### src/rtl/onewire_pkg.sv
// onewire_pkg: command/state enums and normal/overdrive slot timing tables {low, smp, fin} in ticks, indexed by op
package onewire_pkg;
  typedef enum logic [1:0] {OP_W0, OP_W1, OP_RST, OP_PWR} op_t;
  typedef enum logic [1:0] {IDLE, LOW, HIGH, PWR} st_t;
  typedef struct packed {
    logic [9:0] low;
    logic [9:0] smp;
    logic [9:0] fin;
  } tim_t;
  localparam tim_t TIM_N [4] = '{
    '{10'd60,  10'd60,  10'd70},
    '{10'd6,   10'd15,  10'd70},
    '{10'd480, 10'd550, 10'd960},
    '{10'd0,   10'd0,   10'd0}
  };
  localparam tim_t TIM_O [4] = '{
    '{10'd30,  10'd30,  10'd40},
    '{10'd4,   10'd8,   10'd40},
    '{10'd280, 10'd314, 10'd576},
    '{10'd0,   10'd0,   10'd0}
  };
endpackage

### src/rtl/onewire_master_link_sync_pre.sv
// onewire_sync_pre: 2-FF line synchronizer and slot tick prescaler (clk, rst_n, ovd, clr, owr_i -> owr_s, tick)
module onewire_sync_pre #(
  parameter int PRE_N = 50,
  parameter int PRE_O = 12
) (
  input  logic clk,
  input  logic rst_n,
  input  logic ovd,
  input  logic clr,
  input  logic owr_i,
  output logic owr_s,
  output logic tick
);
  localparam int PM = PRE_N > PRE_O ? PRE_N : PRE_O;
  localparam int PW = $clog2(PM);
  logic [1:0] r_sync;
  logic [PW-1:0] r_pre;
  logic [PW-1:0] w_lim;
  assign w_lim = PW'(ovd ? PRE_O - 1 : PRE_N - 1);
  assign owr_s = r_sync[1];
  assign tick = !clr && r_pre == w_lim;
  always_ff @(posedge clk or negedge rst_n)
    if (!rst_n) begin
      r_sync <= 2'b11;
      r_pre <= '0;
    end else begin
      r_sync <= {r_sync[0], owr_i};
      r_pre <= (clr || tick) ? '0 : r_pre + 1'b1;
    end
endmodule

### src/rtl/onewire_master_link.sv
// onewire_master_link: 1-wire master slot engine (cmd_vld/rdy/op/ovd in, rsp_vld/dat + busy out, owr_e/owr_p drive, owr_i sense)
module onewire_master_link
  import onewire_pkg::*;
#(
  parameter int PRE_N = 50,
  parameter int PRE_O = 12,
  parameter int CNW = 10
) (
  input  logic       clk,
  input  logic       rst_n,
  input  logic       cmd_vld,
  output logic       cmd_rdy,
  input  logic [1:0] cmd_op,
  input  logic       cmd_ovd,
  output logic       rsp_vld,
  output logic       rsp_dat,
  output logic       busy,
  output logic       owr_e,
  output logic       owr_p,
  input  logic       owr_i
);
  st_t r_st, w_nxt;
  op_t r_op;
  tim_t w_t;
  logic r_ovd, r_dat, w_acc, w_pacc, w_tick, w_s, w_hl, w_hs, w_hf;
  logic [CNW-1:0] r_cnt, w_cn1;
  onewire_sync_pre #(.PRE_N(PRE_N), .PRE_O(PRE_O)) u_sp (
    .clk(clk), .rst_n(rst_n), .ovd(r_ovd), .clr(w_acc), .owr_i(owr_i), .owr_s(w_s), .tick(w_tick)
  );
  assign cmd_rdy = r_st == IDLE || r_st == PWR;
  assign busy = r_st == LOW || r_st == HIGH;
  assign owr_e = r_st == LOW;
  assign owr_p = r_st == PWR;
  assign w_acc = cmd_vld && cmd_rdy;
  assign w_pacc = w_acc && op_t'(cmd_op) == OP_PWR;
  assign w_t = r_ovd ? TIM_O[r_op] : TIM_N[r_op];
  assign w_cn1 = r_cnt + 1'b1;
  // events fire on the tick that moves the counter onto the threshold
  assign w_hl = w_tick && w_cn1 == CNW'(w_t.low);
  assign w_hs = w_tick && w_cn1 == CNW'(w_t.smp);
  assign w_hf = w_tick && w_cn1 == CNW'(w_t.fin);
  assign rsp_vld = w_pacc || (r_st == HIGH && w_hf);
  assign rsp_dat = w_pacc ? w_s : r_dat;
  always_ff @(posedge clk or negedge rst_n)
    if (!rst_n) r_st <= IDLE;
    else r_st <= w_nxt;
  always_comb begin
    w_nxt = r_st;
    case (r_st)
      IDLE, PWR: if (w_acc) w_nxt = op_t'(cmd_op) == OP_PWR ? PWR : LOW;
      LOW: if (w_hl) w_nxt = HIGH;
      HIGH: if (w_hf) w_nxt = IDLE;
      default: w_nxt = IDLE;
    endcase
  end
  always_ff @(posedge clk or negedge rst_n)
    if (!rst_n) begin
      r_op <= OP_W0;
      r_ovd <= 1'b0;
      r_cnt <= '0;
      r_dat <= 1'b1;
    end else begin
      if (w_acc) begin
        r_op <= op_t'(cmd_op);
        r_ovd <= cmd_ovd;
      end
      r_cnt <= w_acc ? '0 : w_tick ? w_cn1 : r_cnt;
      if (w_pacc || (busy && w_hs)) r_dat <= w_s;
    end
  assert property (@(posedge clk) disable iff (!rst_n) !(owr_e && owr_p));
endmodule

### config.mk
export PLATFORM = sky130hd
export DESIGN_NAME = onewire_master_link
export DESIGN_NICKNAME = d
export VERILOG_FILES = /design/src/rtl/onewire_pkg.sv /design/src/rtl/onewire_master_link_sync_pre.sv /design/src/rtl/onewire_master_link.sv
export SDC_FILE = /design/constraint.sdc
export NUM_CORES = 1
export LEC_CHECK = 0
export CAP_MARGIN = 20
export CORE_MARGIN = 4
export CORE_UTILIZATION = 40
export CTS_BUF_LIST = sky130_fd_sc_hd__clkbuf_16
export DETAILED_ROUTE_END_ITERATION = 7
export SETUP_SLACK_MARGIN = 0.05
export SLEW_MARGIN = 10
export SYNTH_ARGS = -nofsm -noshare
export SYNTH_HDL_FRONTEND = slang
export SYNTH_HIERARCHICAL = 1
export SYNTH_SLANG_ARGS = --single-unit
### constraint.sdc
create_clock -name clk -period 2.55 [get_ports clk]
set_input_delay 0.51 -clock clk [delete_from_list [all_inputs] [get_ports clk]]
set_output_delay 0.51 -clock clk [all_outputs]
set_load 0.01 [all_outputs]
==> reports/results.tsv <==
stage	metric	value	unit
die	io_pins	13	
routing	num_vias	1893	
layout	design_area	2990	µm²
die	fp.dieH	79.69	µm
power	powerDensity	772.0	nW/µm²
global_route	grt_overflow	0	
run	drv_cap	0	
die	core	4848	µm²
outcome	status	finished with violations	
place	place_inst	353	
setup_path	crit_fanout	4	
setup_path	cpMaxStageDelayCell	dfrtp_2	
synth	syn_inst	226	
outcome	violations	setup timing	
setup_path	critPathKind	reg -> out	
min_path	whs_path_depth	0	
setup_path	required	2.04	ns
synth	ys_seq_elements	24	
sta	slew_viol_final	0	
die	die_area	6351	µm²
die	rows	25	
layout	final_cells	373	
synth	synth-main-ff-cell	dfrtp_1	
layout	area_delta_synth_final	45.47	%
setup_path	critPathMaxStageDelay	0.43	ns
global_route	grt_start_max_net_pins	25	
sta	fmaxAchievable	376.7	MHz
power	leakage	1.313	nW
synth	syn_nets	242	
layout	ff_latch_area	608.1	µm²
clock_tree	clkLatencyLatePin	0.26	ns
synth	synthDistinctLibCells	61	
place	dp_hpwl	3.790	mm
clock_tree	root_buffer	clkbuf_16	
global_route	grt.total_usage	0.1752	
sta	setup_ws	-0.1048	ns
sta	tightest_slew	0.4321	ns
sta	rsz0062_at_grt	true	
sta	skew	0.003533	ns
clock_tree	cts.clk_slew.worst_paths	0.06	ns
global_route	grt_pass1_vias	1821	
routing	drtIter0Drc	63	
setup_path	worstPathArrival	2.14	ns
layout	multi_input_area	1475	µm²
setup_path	endpoint_kind	output pin	
routing	antenna_left	0	
clock_tree	cts_buffers	3	
routing	post-route-drc-count	0	
synth	ys_seq_area_frac	0.2940	
routing	vias_per_cell	5.075	
synth	syn_area	2056	µm²
synth	ys_warn_count	6	
sta	timing.final.crit_share	1.041	
place	dpl_cell_area	2608	µm²
synth	synth_area_per_cell	9.096	µm²
synth	yosysTopAreaCell	dfrtp_1	
synth	netlist.area_leader.share	0.2556	
power	ir_worst_vdd	0.5005	mV
sta	whs	0.3587	ns
sta	relSlewSlack	0.7095	
routing	wl_per_cell	13.76	µm
layout	fillers	404	
die	start_util	0.4240	
global_route	antenna_found_initial	0	
sta	finalSetupTns	-0.1048	ns
setup_path	worst_setup_path_start_kind	flip-flop	
synth	synthArstFlopShare	1.000	
layout	antenna_cells	0	
routing	drtPass1Iterations	5	
clock_tree	cts_sinks	24	
routing	drt-total-wl	5.133	mm
place	portBuffers	12	
layout	layout-drive-gt1-share	0.4314	
die	die_w	79.69	µm
synth	synthTopCellsByArea	dfrtp_1, xnor2_1, ha_1, xor2_1, dfstp_2	
setup_path	cp_cell_sequence	or3b_1 > a21oi_1 > a21oi_1 > o21ai_1 > nand3_1 > nor4_2 > nand2_1 > nand2_1 > buf_2	
min_path	hp-class	reg -> reg	
clock_tree	cts_buffer_depth	2	
setup_path	r2r_cells	12	
clock_tree	cts_tree	done	
sta	final-hold-violation-count	0	
place	finalWeightedCongestion	0.8579	
synth	synth-edff-count	0	
sta	finalSetupViolations	1	
layout	nNetsFinal	323	
clock_tree	htree_levels	1	
global_route	grt_pass1_wl	8.687	mm
sta	period_minus_slack	2.655	ns
layer usage:
layer,track usage,wire [µm],up-vias,share of wire
li1,-,-,966,-
met1,0.2416,2471,900,0.48
met2,0.2821,2446,21,0.48
met3,0.03499,138,6,0.027
met4,0.03952,77,0,0.015
met5,0,0,-,0
power by group:
group	switching (W)	internal [W]
clock network	0.000127	0.000209
registers	0.0000616	0.000467
logic	0.000700	0.000743
total	0.000889	0.00142
final cells by class:
class,count,area share
clock buffer,3,0.02510
clock inverter,1,0.001255
inverter,9,0.01130
multi-input combinational,180,0.4933
sequential,24,0.2033
tap,67,0.02803
timing repair buffer,89,0.2377
cell families (layout without fill, tap and decap cells):
| group | after synthesis | count (layout) | synth area share |
|---|---|---|---|
| fa+ha+maj | 9 | 9 | 0.05478 |
| mux | 9 | 9 | 0.04626 |
| simple gates | 95 | 95 | 0.2727 |
| flops | 24 | 24 | 0.2940 |
| compound gates | 37 | 37 | 0.1309 |
| buf+inv | 22 | 102 | 0.06999 |
| xor+xnor | 30 | 30 | 0.1315 |
cell usage after synthesis, drive strengths merged (2+ instances only):
master and count:
mux2i 5, nor3 4, buf 7, nor4 5, nor2b 3, nand3b 3
dfstp 3, mux2 4, a21oi 9, clkbuf 6, o22ai 3, o21ai 10
dfrtp 21, ha 9, inv 9, or3 7, xnor2 18, nand3 16
a211oi 3, nor2 21, xor2 12, nand2b 2, nand4 7, nand2 18
cell usage in the layout (no fill, tap or decap), drive strengths merged, types with 2 or more instances in the layout:
| master | instances |
|---|---|
| a211oi | 3 |
| a21oi | 9 |
| buf | 78 |
| clkbuf | 3 |
| clkdlybuf4s50 | 9 |
| dfrtp | 21 |
| dfstp | 3 |
| ha | 9 |
| inv | 9 |
| mux2 | 4 |
| mux2i | 5 |
| nand2 | 18 |
| nand2b | 2 |
| nand3 | 16 |
| nand3b | 3 |
| nand4 | 7 |
| nor2 | 21 |
| nor2b | 3 |
| nor3 | 4 |
| nor4 | 5 |
| o21ai | 10 |
| o22ai | 3 |
| or3 | 7 |
| xnor2 | 18 |
| xor2 | 12 |
sequential cells by signal (all words and copies together), names as in the netlist:
signal / count
r_st: 2
r_cnt: 10
r_dat: 1
r_op: 2
r_ovd: 1
u_sp/r_sync: 2
u_sp/r_pre: 6
path summary, 6_finish.rpt:
kind | start | to | slack (ns)
max | r_cnt[5] | rsp_vld | -0.10
min | u_sp/r_sync[0] | u_sp/r_sync[1] | 0.36
max reg2reg | r_cnt[0] | r_st[0] | 0.01
min reg2reg | u_sp/r_sync[0] | u_sp/r_sync[1] | 0.36
max in group asynchronous | rst_n | u_sp/r_sync[0] | 1.65
min in group asynchronous | rst_n | r_cnt[6] | 0.60
metrics by stage:
stage / utilization / power, W / setup WS (ns)
floorplan: - / 0.001346 / 0.05626
global route: 0.6168 / 0.002488 / -0.2162
global placement: 0.5378 / 0.001786 / -0.2989
finish: 0.6168 / 0.002309 / -0.1048
detailed placement: 0.5378 / 0.001796 / -0.3601
CTS: 0.5858 / 0.002211 / -0.09023
worst max-delay path, delay by kind of cell (launching register included):
family,cells,cell delay [ns]
AND/OR/NAND/NOR,5,0.94
AO/OA/AOI/OAI,3,0.39
buffers and inverters,1,0.13
flip-flops,1,0.43
what timing repair did:
action,in CTS,in global routing
hold buffers,0,0
cloned,1,0
endpoints found under the setup margin,4,5
buffers inserted,9,7
pin swaps,9,19
gates resized for setup,24,19
(Power assumes the default switching activity.)
